[src/rtl/planet_trail_buffer.sv]
// Trail memory for one body: captures its position every SAMPLE_DIV frames into a DEPTH-entry ring
// and reports per pixel (one-clock latency) whether the beam is on a stored dot. Optional macro: TRAIL_FADE_EN (age output).
module planet_trail_buffer #(
    parameter int DEPTH      = 8,
    parameter int SAMPLE_DIV = 4,
    parameter int DOT_SHIFT  = 2,
    localparam int AW        = $clog2(DEPTH)
) (
    input  logic          clk,
    input  logic          reset,
    input  logic          frame_tick,
    input  logic          enable,
    input  logic          clear,
    input  logic [9:0]    pos_x,
    input  logic [9:0]    pos_y,
    input  logic [9:0]    pix_x,
    input  logic [9:0]    pix_y,
    input  logic          display_on,
    output logic          trail_hit,
    output logic [AW-1:0] trail_age,
    output logic [AW:0]   fill_count
);

    logic [DEPTH-1:0] ent_valid;
    logic [9:0]       ent_x [DEPTH];
    logic [9:0]       ent_y [DEPTH];
    logic [AW-1:0]    wr_ptr;
    logic [3:0]       div_cnt;
    logic [DEPTH-1:0] match;
    logic             any_match;
    logic             capture;
    logic             off_screen;

    assign capture    = frame_tick && enable && (div_cnt == 4'(SAMPLE_DIV - 1));
    // Negative positions still consume a slot so the dots keep even time spacing.
    assign off_screen = pos_x[9] || pos_y[9];

    always_ff @(posedge clk or posedge reset) begin
        if (reset) begin
            ent_valid  <= '0;
            wr_ptr     <= '0;
            div_cnt    <= '0;
            fill_count <= '0;
            for (int i = 0; i < DEPTH; i++) begin
                ent_x[i] <= '0;
                ent_y[i] <= '0;
            end
        end else if (clear) begin
            ent_valid  <= '0;
            wr_ptr     <= '0;
            div_cnt    <= '0;
            fill_count <= '0;
        end else if (frame_tick && enable) begin
            if (capture) begin
                div_cnt           <= '0;
                ent_valid[wr_ptr] <= !off_screen;
                ent_x[wr_ptr]     <= pos_x;
                ent_y[wr_ptr]     <= pos_y;
                wr_ptr            <= wr_ptr + 1'b1;
                if (fill_count != (AW+1)'(DEPTH))
                    fill_count <= fill_count + 1'b1;
            end else begin
                div_cnt <= div_cnt + 1'b1;
            end
        end
    end

    always_comb begin
        for (int i = 0; i < DEPTH; i++) begin
            match[i] = ent_valid[i]
                    && ((pix_x >> DOT_SHIFT) == (ent_x[i] >> DOT_SHIFT))
                    && ((pix_y >> DOT_SHIFT) == (ent_y[i] >> DOT_SHIFT));
        end
    end

    assign any_match = |match;

    always_ff @(posedge clk or posedge reset) begin
        if (reset)
            trail_hit <= 1'b0;
        else
            trail_hit <= display_on && any_match;
    end

`ifdef TRAIL_FADE_EN
    logic [AW-1:0] min_age;
    logic [AW-1:0] age_i;
    logic          found;

    // Age counts back from the most recent write slot, wrapping modulo DEPTH.
    always_comb begin
        min_age = '0;
        found   = 1'b0;
        age_i   = '0;
        for (int i = 0; i < DEPTH; i++) begin
            age_i = wr_ptr - AW'(1) - AW'(i);
            if (match[i] && (!found || age_i < min_age)) begin
                min_age = age_i;
                found   = 1'b1;
            end
        end
    end

    always_ff @(posedge clk or posedge reset) begin
        if (reset)
            trail_age <= '0;
        else
            trail_age <= (display_on && any_match) ? min_age : '0;
    end
`else
    assign trail_age = '0;
`endif

endmodule

[config.mk]
export PLATFORM = sky130hd
export DESIGN_NAME = planet_trail_buffer
export DESIGN_NICKNAME = d
export VERILOG_FILES = /design/src/rtl/planet_trail_buffer.sv
export SDC_FILE = /design/constraint.sdc
export NUM_CORES = 1
export LEC_CHECK = 0
export CORE_MARGIN = 2
export CORE_UTILIZATION = 30
export DETAILED_ROUTE_END_ITERATION = 8
export DONT_BUFFER_PORTS = 1
export HOLD_SLACK_MARGIN = 0.05
export PLACE_DENSITY = 0.49
export SLEW_MARGIN = 20
export SYNTH_ARGS = -nofsm -noshare
export SYNTH_HDL_FRONTEND = slang
export SYNTH_SLANG_ARGS = --single-unit
[constraint.sdc]
create_clock -name clk -period 6.2 [get_ports clk]
set_clock_uncertainty 0.15 [all_clocks]
set_input_delay 1.55 -clock clk [delete_from_list [all_inputs] [get_ports clk]]
set_output_delay 1.55 -clock clk [all_outputs]
set_load 0.03 [all_outputs]
==> results of run 1 <==
[layout by cell type, fill, tap and decap left out, drive strengths merged]
master,n
a21oi,9
and3,1
buf,3
bufinv,3
clkbuf,21
clkinv,3
clkinvlp,3
conb,3
dfrtp,148
ha,4
inv,6
mux2,128
mux2i,3
nand2,21
nand2b,4
nand3,4
nand3b,1
nand4,10
nand4b,2
nor2,22
nor3,12
nor4,24
nor4b,1
o211ai,1
o21ai,6
o22ai,4
o41a,1
or4,1
xnor2,11
xor2,124
[metal layers]
layer,global-route usage (%),vias to the layer above
met5,0,-
met4,4.34,0
met3,4.62,14
met2,23.6,89
met1,19.6,2224
li1,-,1978
[cells in the mapped netlist, types with 6 or more instances]
master | n | share of area (%)
a21oi_1 | 9 | 0.61
buf_2 | 19 | 1.3
buf_4 | 7 | 0.71
dfrtp_1 | 148 | 50
mux2_1 | 14 | 2.1
mux2_2 | 104 | 16
mux2_4 | 10 | 2.0
nand2_1 | 20 | 1.0
nand4_1 | 9 | 0.76
nor2_1 | 18 | 0.91
nor3_1 | 10 | 0.67
nor4_1 | 24 | 2.0
o21ai_0 | 6 | 0.40
xnor2_1 | 11 | 1.3
xor2_1 | 124 | 15
[through the flow]
step | hold slack [ns] | utilization, % | total power (uW) | cells | cell area, um^2
6_report | 0.362 | 34.1 | 2130 | 908 | 8290
5_1_grt | 0.385 | 34.1 | 2220 | 908 | 8290
4_1_cts | 0.366 | 34.0 | 2160 | 907 | 8260
3_5_place_dp | 0.351 | 31.4 | 1070 | 875 | 7640
3_3_place_gp | 0.345 | 31.4 | 1060 | 875 | 7640
2_1_floorplan | 0.334 | - | 1070 | 584 | 7440
[registers in the layout (all words and copies together) (netlist names)]
register	cells
div_cnt	4
ent_valid	8
ent_x	64
ent_y	64
fill_count	4
trail_hit	1
wr_ptr	3
[critical path: stages]
cell	delay, ns
and3_2	0.28
nand4_4	0.17
nor3_4	0.88
mux2_2	0.42
[report_power, final]
group          leakage (uW)  switching [uW]  internal [uW]
clock network      0.000296             418            667
logic               0.00183            45.9           29.3
registers           0.00207            3.28            970
total               0.00420             467           1670
[kinds of logic after synthesis]
group | Yosys count | synth area share (%)
fa+ha+maj | 4 | 0.673
compound gates | 21 | 1.60
xor+xnor | 135 | 15.9
buf+inv | 39 | 3.27
flops | 148 | 49.8
simple gates | 103 | 8.37
mux | 131 | 20.3
other cells | 1 | 0.0505
[worst paths after layout]
path / cells after the start / start / slack, ns / end
max: 4 / frame_tick / 3.04 / ent_y[24]$_DFFE_PP0P_
min: 1 / ent_x[68]$_DFFE_PP0P_ / 0.36 / ent_x[68]$_DFFE_PP0P_
max reg2reg: 5 / div_cnt[0]$_DFFE_PP0N_ / 3.55 / ent_y[24]$_DFFE_PP0P_
min reg2reg: 1 / ent_x[68]$_DFFE_PP0P_ / 0.36 / ent_x[68]$_DFFE_PP0P_
max in group asynchronous: 2 / reset / 4.21 / ent_x[35]$_DFFE_PP0P_
min in group asynchronous: 1 / reset / 0.79 / fill_count[3]$_DFFE_PP0P_
[final cells by class]
type,count,area (um^2),area share (%)
inverter,4,20.0,0.242
clock buffer,21,470,5.68
sequential,148,3700,44.7
tap,324,405,4.89
multi-input combinational,397,3500,42.2
clock inverter,11,149,1.80
timing repair buffer,3,42.5,0.513
==> out/metrics.cfg, run 1 <==
[timing]
setup_viol=0
fmaxAchievable_mhz=316
slew_headroom_pct=26.2
worst_slew_pin_slew_ns=1.10
fin_tns_setup_ns=0
slew_viol_final=0
finalHoldViolCount=0
grt_setup_unrepaired=false
post-route-min-period_ns=3.16
finalWorstSetupSlack_ns=3.04
period_share_pct=51.0

[pwr]
vdd_drop_max_mv=0.150
pwr_density_cell_nw_per_um2=258
p_leak_uw=0.00420

[floorplan]
die_h_um=161
core_area_um2=24300
rows=57
io_pins=54
die_width_um=161
dieArea_um2=26000
start_util_pct=30.6

[drt]
wl_met3_um=1030
drc=0
via_count=4305
wl_met1_um=8590
top_layer=met4
drtIter0Drc=222
viasPerCell=4.74
first_pass_iters=4
routed_wl_um=18500
wl_met2_um=8660
postRouteAntennaNets=0
drt-wirelength-per-cell_um=20.4

[worst_setup_path]
end_kind=register
path_max_fanout=16
worstSetupStartpointType=input pin
arrival_ns=3.32
worstSetupPathType=input pin to register
crit_required_ns=6.36

[placed_design]
portBuffers=0
gp_congestion=0.730
place_ws_ns=2.63
hpwl_um=12600

[clock_tree]
clk_path_buf_depth=2
worst_skew_pair.late_latency_ns=0.43
cts.repair.resized=0
postCtsSetupBuffers=0
clk_pin_slew_ns=0.06
ctsHoldBuffers=0
h-tree-depth=4
cts_root_buffer=clkbuf_16
cts_tree=built
clock-sinks=148
cts-buffers-inserted=17

[cells_and_area]
drive_gt1_share_pct=27.7
areaGrowthSynthToFinish_pct=11.5
n_fill_cell=2371
final_nets=621
diodes=0

[worst_hold_path]
hold_path.class=register to register

[synthesis]
syn_area_per_cell_um2=12.8
synth_cells=582
synth-seq-cells=148
synth_edf_count=0
synth-async-reset-ratio_pct=100
netlist_area_um2=7430
ys.flop_type=dfrtp_1
ys_seq_area_share_pct=49.8
yosysWarnings=0
ys_types=39

[grt]
grt-ovfl-total=0
grt_use_total_pct=14.9
first_global_vias=4641
antenna_found_initial=0
grt_pass1_wl_um=28400
grt_max_degree=104

[run_status]
outcome=completed

[run]
maxCapViolations=0

Note: power is estimated with default switching activity, not from simulation.
==> inputs of run 2 (changes only) <==
==> constraint.sdc (replaced) <==
create_clock -name clk -period 2.94 [get_ports clk]
set_clock_uncertainty 0.15 [all_clocks]
set_input_delay 0.735 -clock clk [delete_from_list [all_inputs] [get_ports clk]]
set_output_delay 0.735 -clock clk [all_outputs]
set_load 0.03 [all_outputs]
==> run 2 against run 1 <==
Compared with the run above:
- wire length rose by 0.19%
- worst hold slack got worse by 0.26 ns
- flip-flop and latch count did not move
- register-to-register slack got worse by 2.9 ns
- via count rose by 0.56%
- critical path depth rose by 1
- final cell count rose by 1.1%
- clock power rose by 110%
- combinational power rose by 120%
- non-clock buffer count rose by 10
- first-iteration DRC count rose by 6.8%
==> out/metrics.cfg, run 2 (synthesis gave the netlist of run 1 again) <==
[run_status]
outcome=completed  ; unchanged

[pwr]
switchingPower_uw=977  ; was 467 uW
pwr-share-clk_pct=50.4  ; was 50.9%
vdd_drop_max_mv=0.305  ; was 0.150 mV
p_leak_uw=0.00425  ; was 0.00420 uW
power_frac_comb_pct=3.7  ; was 3.5%
intPower_uw=3490  ; was 1670 uW
sequentialPowerShare_pct=46.0  ; was 45.6%
switching_share_pct=21.9  ; about the same
pwr_density_cell_nw_per_um2=534  ; was 258 nW/um^2

[drt]
viasPerCell=4.72  ; was 4.74
routed_wl_um=18600  ; was 18500 um
drc=0  ; unchanged
drtIter0Drc=237  ; was 222
wl_met1_um=8400  ; was 8590 um
top_layer=met4  ; unchanged
wl_met3_um=1010  ; was 1030 um
postRouteAntennaNets=0  ; unchanged
wl_met2_um=9020  ; was 8660 um
via_count=4329  ; was 4305
first_pass_iters=4  ; unchanged
drt-wirelength-per-cell_um=20.2  ; was 20.4 um

[worst_setup_path]
end_kind=register  ; unchanged
arrival_ns=2.48  ; was 3.32 ns
crit_required_ns=3.10  ; was 6.36 ns
crit_chain=ha_1 -> nand3_1 -> nor4b_4 -> nand2_2 -> mux2_2  ; was and3_2 -> nand4_4 -> nor3_4 -> mux2_2
max_stage_delay_ns=0.45  ; was 0.88 ns
path_max_fanout=16  ; unchanged
worstSetupStartpointType=register  ; was input pin
cp_slowest_cell=nor4b_4  ; was nor3_4
worstSetupPathType=register to register  ; was input pin to register

[grt]
grt_use_total_pct=15.2  ; was 14.9%
grt_pass1_wl_um=29100  ; was 28400 um
grt-ovfl-total=0  ; unchanged
antenna_found_initial=0  ; unchanged
first_global_vias=4790  ; was 4641
grt_max_degree=52  ; was 104

[timing]
post-route-min-period_ns=2.31
worst_slew_pin_slew_ns=0.693  ; was 1.10 ns
timing.hold.ws_ns=0.0976  ; was 0.362 ns
fin_tns_setup_ns=0  ; unchanged
slew_viol_final=0  ; unchanged
finalWorstSetupSlack_ns=0.626  ; was 3.04 ns
grt_setup_unrepaired=false  ; unchanged
finalHoldViolCount=0  ; unchanged
slew_headroom_pct=53.4  ; was 26.2%
setup_viol=0  ; unchanged
fmaxAchievable_mhz=432
period_share_pct=78.7

[cells_and_area]
mostFrequentLayoutCells=148 x dfrtp_1, 124 x xor2_1, 104 x mux2_2  ; unchanged
reg_top3=ent_x x64, ent_y x64, ent_valid x8  ; unchanged
areaGrowthSynthToFinish_pct=12.5  ; was 11.5%
final_common_cell=dfrtp_1  ; unchanged
final_area_um2=8360  ; was 8290 um^2
diodes=0  ; unchanged
final_nets=631  ; was 621
drive_gt1_share_pct=29.0  ; was 27.7%

[clock_tree]
clock-sinks=148  ; unchanged
cts_root_buffer=clkbuf_16  ; unchanged
ctsHoldBuffers=0  ; unchanged
cts_tree=built  ; unchanged
clk_path_buf_depth=2  ; unchanged
cts-buffers-inserted=17  ; unchanged
worst_skew_pair.late_latency_ns=0.43  ; about the same
cts.repair.resized=0  ; unchanged
postCtsSetupBuffers=0  ; unchanged
clk_pin_slew_ns=0.06  ; about the same
h-tree-depth=4  ; unchanged

[placed_design]
portBuffers=0  ; unchanged
place_ws_ns=0.457  ; was 2.63 ns
gp_congestion=0.733  ; was 0.730
placed_area_um2=7760  ; was 7640 um^2
hpwl_um=12800  ; was 12600 um

[worst_hold_path]
hold_path.class=input pin to async pin  ; was register to register

[floorplan]
rows=57  ; unchanged
die_width_um=161  ; unchanged
start_util_pct=30.6  ; unchanged
core_area_um2=24300  ; unchanged
io_pins=54  ; unchanged
die_h_um=161  ; unchanged
dieArea_um2=26000  ; unchanged

[run]
maxCapViolations=0  ; unchanged

-- run 2: cell count changes in the layout (fill, tap and decap cells not counted), sizes merged --
cell,before,now
clkbuf,21,19
buf,3,13
inv,6,5
clkinv,3,5
clkinvlp,3,4
-- run 2: stage by stage --
step / std cells / utilization [%] / power (uW)
after global routing: 918 / 34.4 / 4650
after detailed placement: 886 / 31.9 / 2260
after CTS: 918 / 34.4 / 4530
after floorplan: 584 / - / 2250
final: 918 / 34.4 / 4470
after global placement: 886 / 31.9 / 2250
-- run 2: power by group through the flow --
stage	Clock (uW)	Sequential, uW	Combinational [uW]
final	2250	2050	163
after global routing	2410	2050	185
after CTS	2310	2050	169
after detailed placement	0	2090	167
after global placement	0	2090	165
after floorplan	0	2090	164
-- run 2: worst paths after layout --
check | start | to | slack [ns] | depth (start not counted)
max in group asynchronous | reset | ent_y[77]$_DFFE_PP0P_ | 1.90 | 2
max | div_cnt[0]$_DFFE_PP0N_ | ent_x[77]$_DFFE_PP0P_ | 0.63 | 5
min in group clk | clear | wr_ptr[2]$_DFFE_PP0P_ | 0.22 | 1
min | reset | fill_count[1]$_DFFE_PP0P_ | 0.1 | 1
min reg2reg | ent_y[69]$_DFFE_PP0P_ | ent_y[69]$_DFFE_PP0P_ | 0.36 | 1
max reg2reg | div_cnt[0]$_DFFE_PP0N_ | ent_x[77]$_DFFE_PP0P_ | 0.63 | 5
-- run 2: final cells by class --
type	count	area, um^2
clock buffer	19	453
clock inverter	13	155
fill	2382	16000
inverter	4	18.8
multi-input combinational	397	3490
sequential	148	3700
tap	324	405
timing repair buffer	13	135
-- run 2: per-layer routing --
layer | GRT usage (%) | vias to the layer above
met5 | 0 | -
met4 | 3.77 | 0
met3 | 4.70 | 9
met2 | 25.1 | 75
met1 | 19.6 | 2251
li1 | - | 1994
-- run 2: critical path: cells and delay by family (launching register included) --
kind | cells | cell delay [ns]
muxes | 1 | 0.42
and+or+nand+nor | 3 | 1.05
adders and majority gates | 1 | 0.19
DFF | 1 | 0.39
==> inputs of run 3 (changes only) <==
==> constraint.sdc (replaced) <==
create_clock -name clk -period 2.3 [get_ports clk]
set_clock_uncertainty 0.15 [all_clocks]
set_input_delay 0.575 -clock clk [delete_from_list [all_inputs] [get_ports clk]]
set_output_delay 0.575 -clock clk [all_outputs]
set_load 0.03 [all_outputs]
==> run 3 against run 2 <==
Compared with the run above:
- worst hold slack lost 0.020 ns
- via count grew 1.9%
- first-iteration DRC count shrank 15%
- global-route usage grew 0.23 points
- sequential share of layout area shrank 1.5 points
- sequential power grew 28%
- critical endpoint is now ent_x[23]$_DFFE_PP0P_
- largest cell class unchanged
- largest power group unchanged
==> out/metrics.cfg, run 3 (synthesis gave the netlist of run 1 again) <==
[run_status]
outcome=completed  ; unchanged

[run]
maxCapViolations=0  ; unchanged

[grt]
grt_use_total_pct=15.5  ; was 15.2%
antenna_found_initial=0  ; unchanged
grt_pass1_wl_um=29600  ; was 29100 um
first_global_vias=4965  ; was 4790
grt_max_degree=96  ; was 52
grt-ovfl-total=0  ; unchanged

[cells_and_area]
drive_gt1_share_pct=30.0  ; was 29.0%
n_fill_cell=2360  ; was 2382
reg_top3=ent_x x64, ent_y x64, ent_valid x8  ; unchanged
final_cells=934  ; was 918
areaGrowthSynthToFinish_pct=16.5  ; was 12.5%
diodes=0  ; unchanged
final_common_cell=dfrtp_1  ; unchanged
register_area_um2=3700  ; unchanged
final_nets=649  ; was 631
multi_input_comb_area_um2=3490  ; unchanged
mostFrequentLayoutCells=148 x dfrtp_1, 124 x xor2_1, 104 x mux2_2  ; unchanged

[clock_tree]
cts-buffers-inserted=17  ; unchanged
worst_skew_pair.late_latency_ns=0.42  ; was 0.43 ns
cts_tree=built  ; unchanged
clk_pin_slew_ns=0.06  ; about the same
cts_root_buffer=clkbuf_16  ; unchanged
cts.repair.resized=0  ; unchanged
postCtsSetupBuffers=0  ; unchanged
h-tree-depth=4  ; unchanged
clock-sinks=148  ; unchanged
ctsHoldBuffers=3  ; was 0
clk_path_buf_depth=2  ; unchanged

[worst_setup_path]
end_kind=register  ; unchanged
critPathTopFamily=simple AND/OR/NAND/NOR gates  ; unchanged
crit_required_ns=2.45  ; was 3.10 ns
crit_chain=ha_1 -> and3_2 -> nand4_4 -> nor3_4 -> buf_12 -> mux2_2  ; was ha_1 -> nand3_1 -> nor4b_4 -> nand2_2 -> mux2_2
worstSetupStartpointType=register  ; unchanged
worstSetupPathType=register to register  ; unchanged
worst-path-buf-inv=1  ; was 0
arrival_ns=2.25  ; was 2.48 ns
cp_slowest_cell=dfrtp_1  ; was nor4b_4
max_stage_delay_ns=0.39  ; was 0.45 ns
path_max_fanout=16  ; unchanged

[floorplan]
core_area_um2=24300  ; unchanged
start_util_pct=30.6  ; unchanged
io_pins=54  ; unchanged
rows=57  ; unchanged
die_h_um=161  ; unchanged
die_width_um=161  ; unchanged
dieArea_um2=26000  ; unchanged

[drt]
first_pass_iters=4  ; unchanged
drtIter0Drc=201  ; was 237
routed_wl_um=19000  ; was 18600 um
postRouteAntennaNets=0  ; unchanged
via_count=4413  ; was 4329
drt-wirelength-per-cell_um=20.4  ; was 20.2 um
drc=0  ; unchanged
viasPerCell=4.72  ; about the same

[pwr]
total_power_uw=6150  ; was 4470 uW
vdd_drop_max_mv=0.355  ; was 0.305 mV
p_leak_uw=0.00440  ; was 0.00425 uW
pwr_density_cell_nw_per_um2=710  ; was 534 nW/um^2

[placed_design]
portBuffers=0  ; unchanged
dp.cells=900  ; was 886
gp_congestion=0.755  ; was 0.733
hpwl_um=12800  ; about the same

[timing]
setup_viol=0  ; unchanged
fmaxAchievable_mhz=477  ; was 432 MHz
slew_viol_final=0  ; unchanged
slew_headroom_pct=60.7  ; was 53.4%
post-route-min-period_ns=2.10  ; was 2.31 ns
worst_slew_pin_slew_ns=0.585  ; was 0.693 ns
finalHoldViolCount=0  ; unchanged
period_share_pct=91.2  ; was 78.7%
grt_setup_unrepaired=false  ; unchanged

[worst_hold_path]
hold_path.class=input pin to register  ; was input pin to async pin

run 3: cell types whose count changed in the layout (fill, tap and decap cells not counted):
cell,previous run,this run
clkinvlp_4,4,1
inv_6,2,0
dlygate4sd3_1,0,4
clkbuf_1,0,1
buf_12,3,8
clkinv_4,0,1
bufinv_16,3,7
clkbuf_8,2,3
clkinv_2,5,1
buf_4,10,19
run 3: worst paths after layout:
path | startpoint | to | slack (ns) | cells past startpoint
min in group asynchronous | reset | ent_x[13]$_DFFE_PP0P_ | 0.61 | 3
max reg2reg | div_cnt[0]$_DFFE_PP0N_ | ent_x[23]$_DFFE_PP0P_ | 0.20 | 6
min | clear | fill_count[1]$_DFFE_PP0P_ | 0.08 | 1
max | div_cnt[0]$_DFFE_PP0N_ | ent_x[23]$_DFFE_PP0P_ | 0.20 | 6
min reg2reg | ent_x[66]$_DFFE_PP0P_ | ent_x[66]$_DFFE_PP0P_ | 0.36 | 1
max in group asynchronous | reset | ent_x[47]$_DFFE_PP0P_ | 0.88 | 3
run 3: layer usage:
metal  routed length, um  vias to the layer above  part of all wire, %  track usage (%)
li1                    -                     2030                    -                -
met5                   0                        -                    0                0
met2                9140                       74                   48             25.4
met1                8720                     2291                   46             19.8
met4                 282                        0                  1.5             4.38
met3                 885                       18                  4.7             4.67
run 3: cell type report:
class / instances / share of cell area (%)
Inverter: 4 / 0.217
Multi-Input combinational cell: 397 / 40.3
Tap cell: 324 / 4.68
Clock inverter: 9 / 2.59
Timing Repair Buffer: 31 / 3.96
Clock buffer: 21 / 5.43
Sequential cell: 148 / 42.8
run 3: power breakdown:
part           leakage, uW  switching [uW]  internal, uW  total, uW
logic              0.00199             133          92.6        225
clock network     0.000339            1080          2220       3300
registers          0.00207            8.80          2620       2620
total              0.00440            1220          4930       6150
run 3: per-stage QoR:
stage	cell area, um^2	setup WS (ns)	hold WS [ns]	util, %	setup TNS [ns]
after floorplan	7440	-0.286	0.334	-	-42.33
after global placement	7920	0.124	0.343	32.6	0
after detailed placement	7920	0.166	0.351	32.6	0
after CTS	8650	0.195	0.0517	35.6	0
after global routing	8660	0.114	0.0507	35.6	0
final	8660	0.203	0.0771	35.6	0
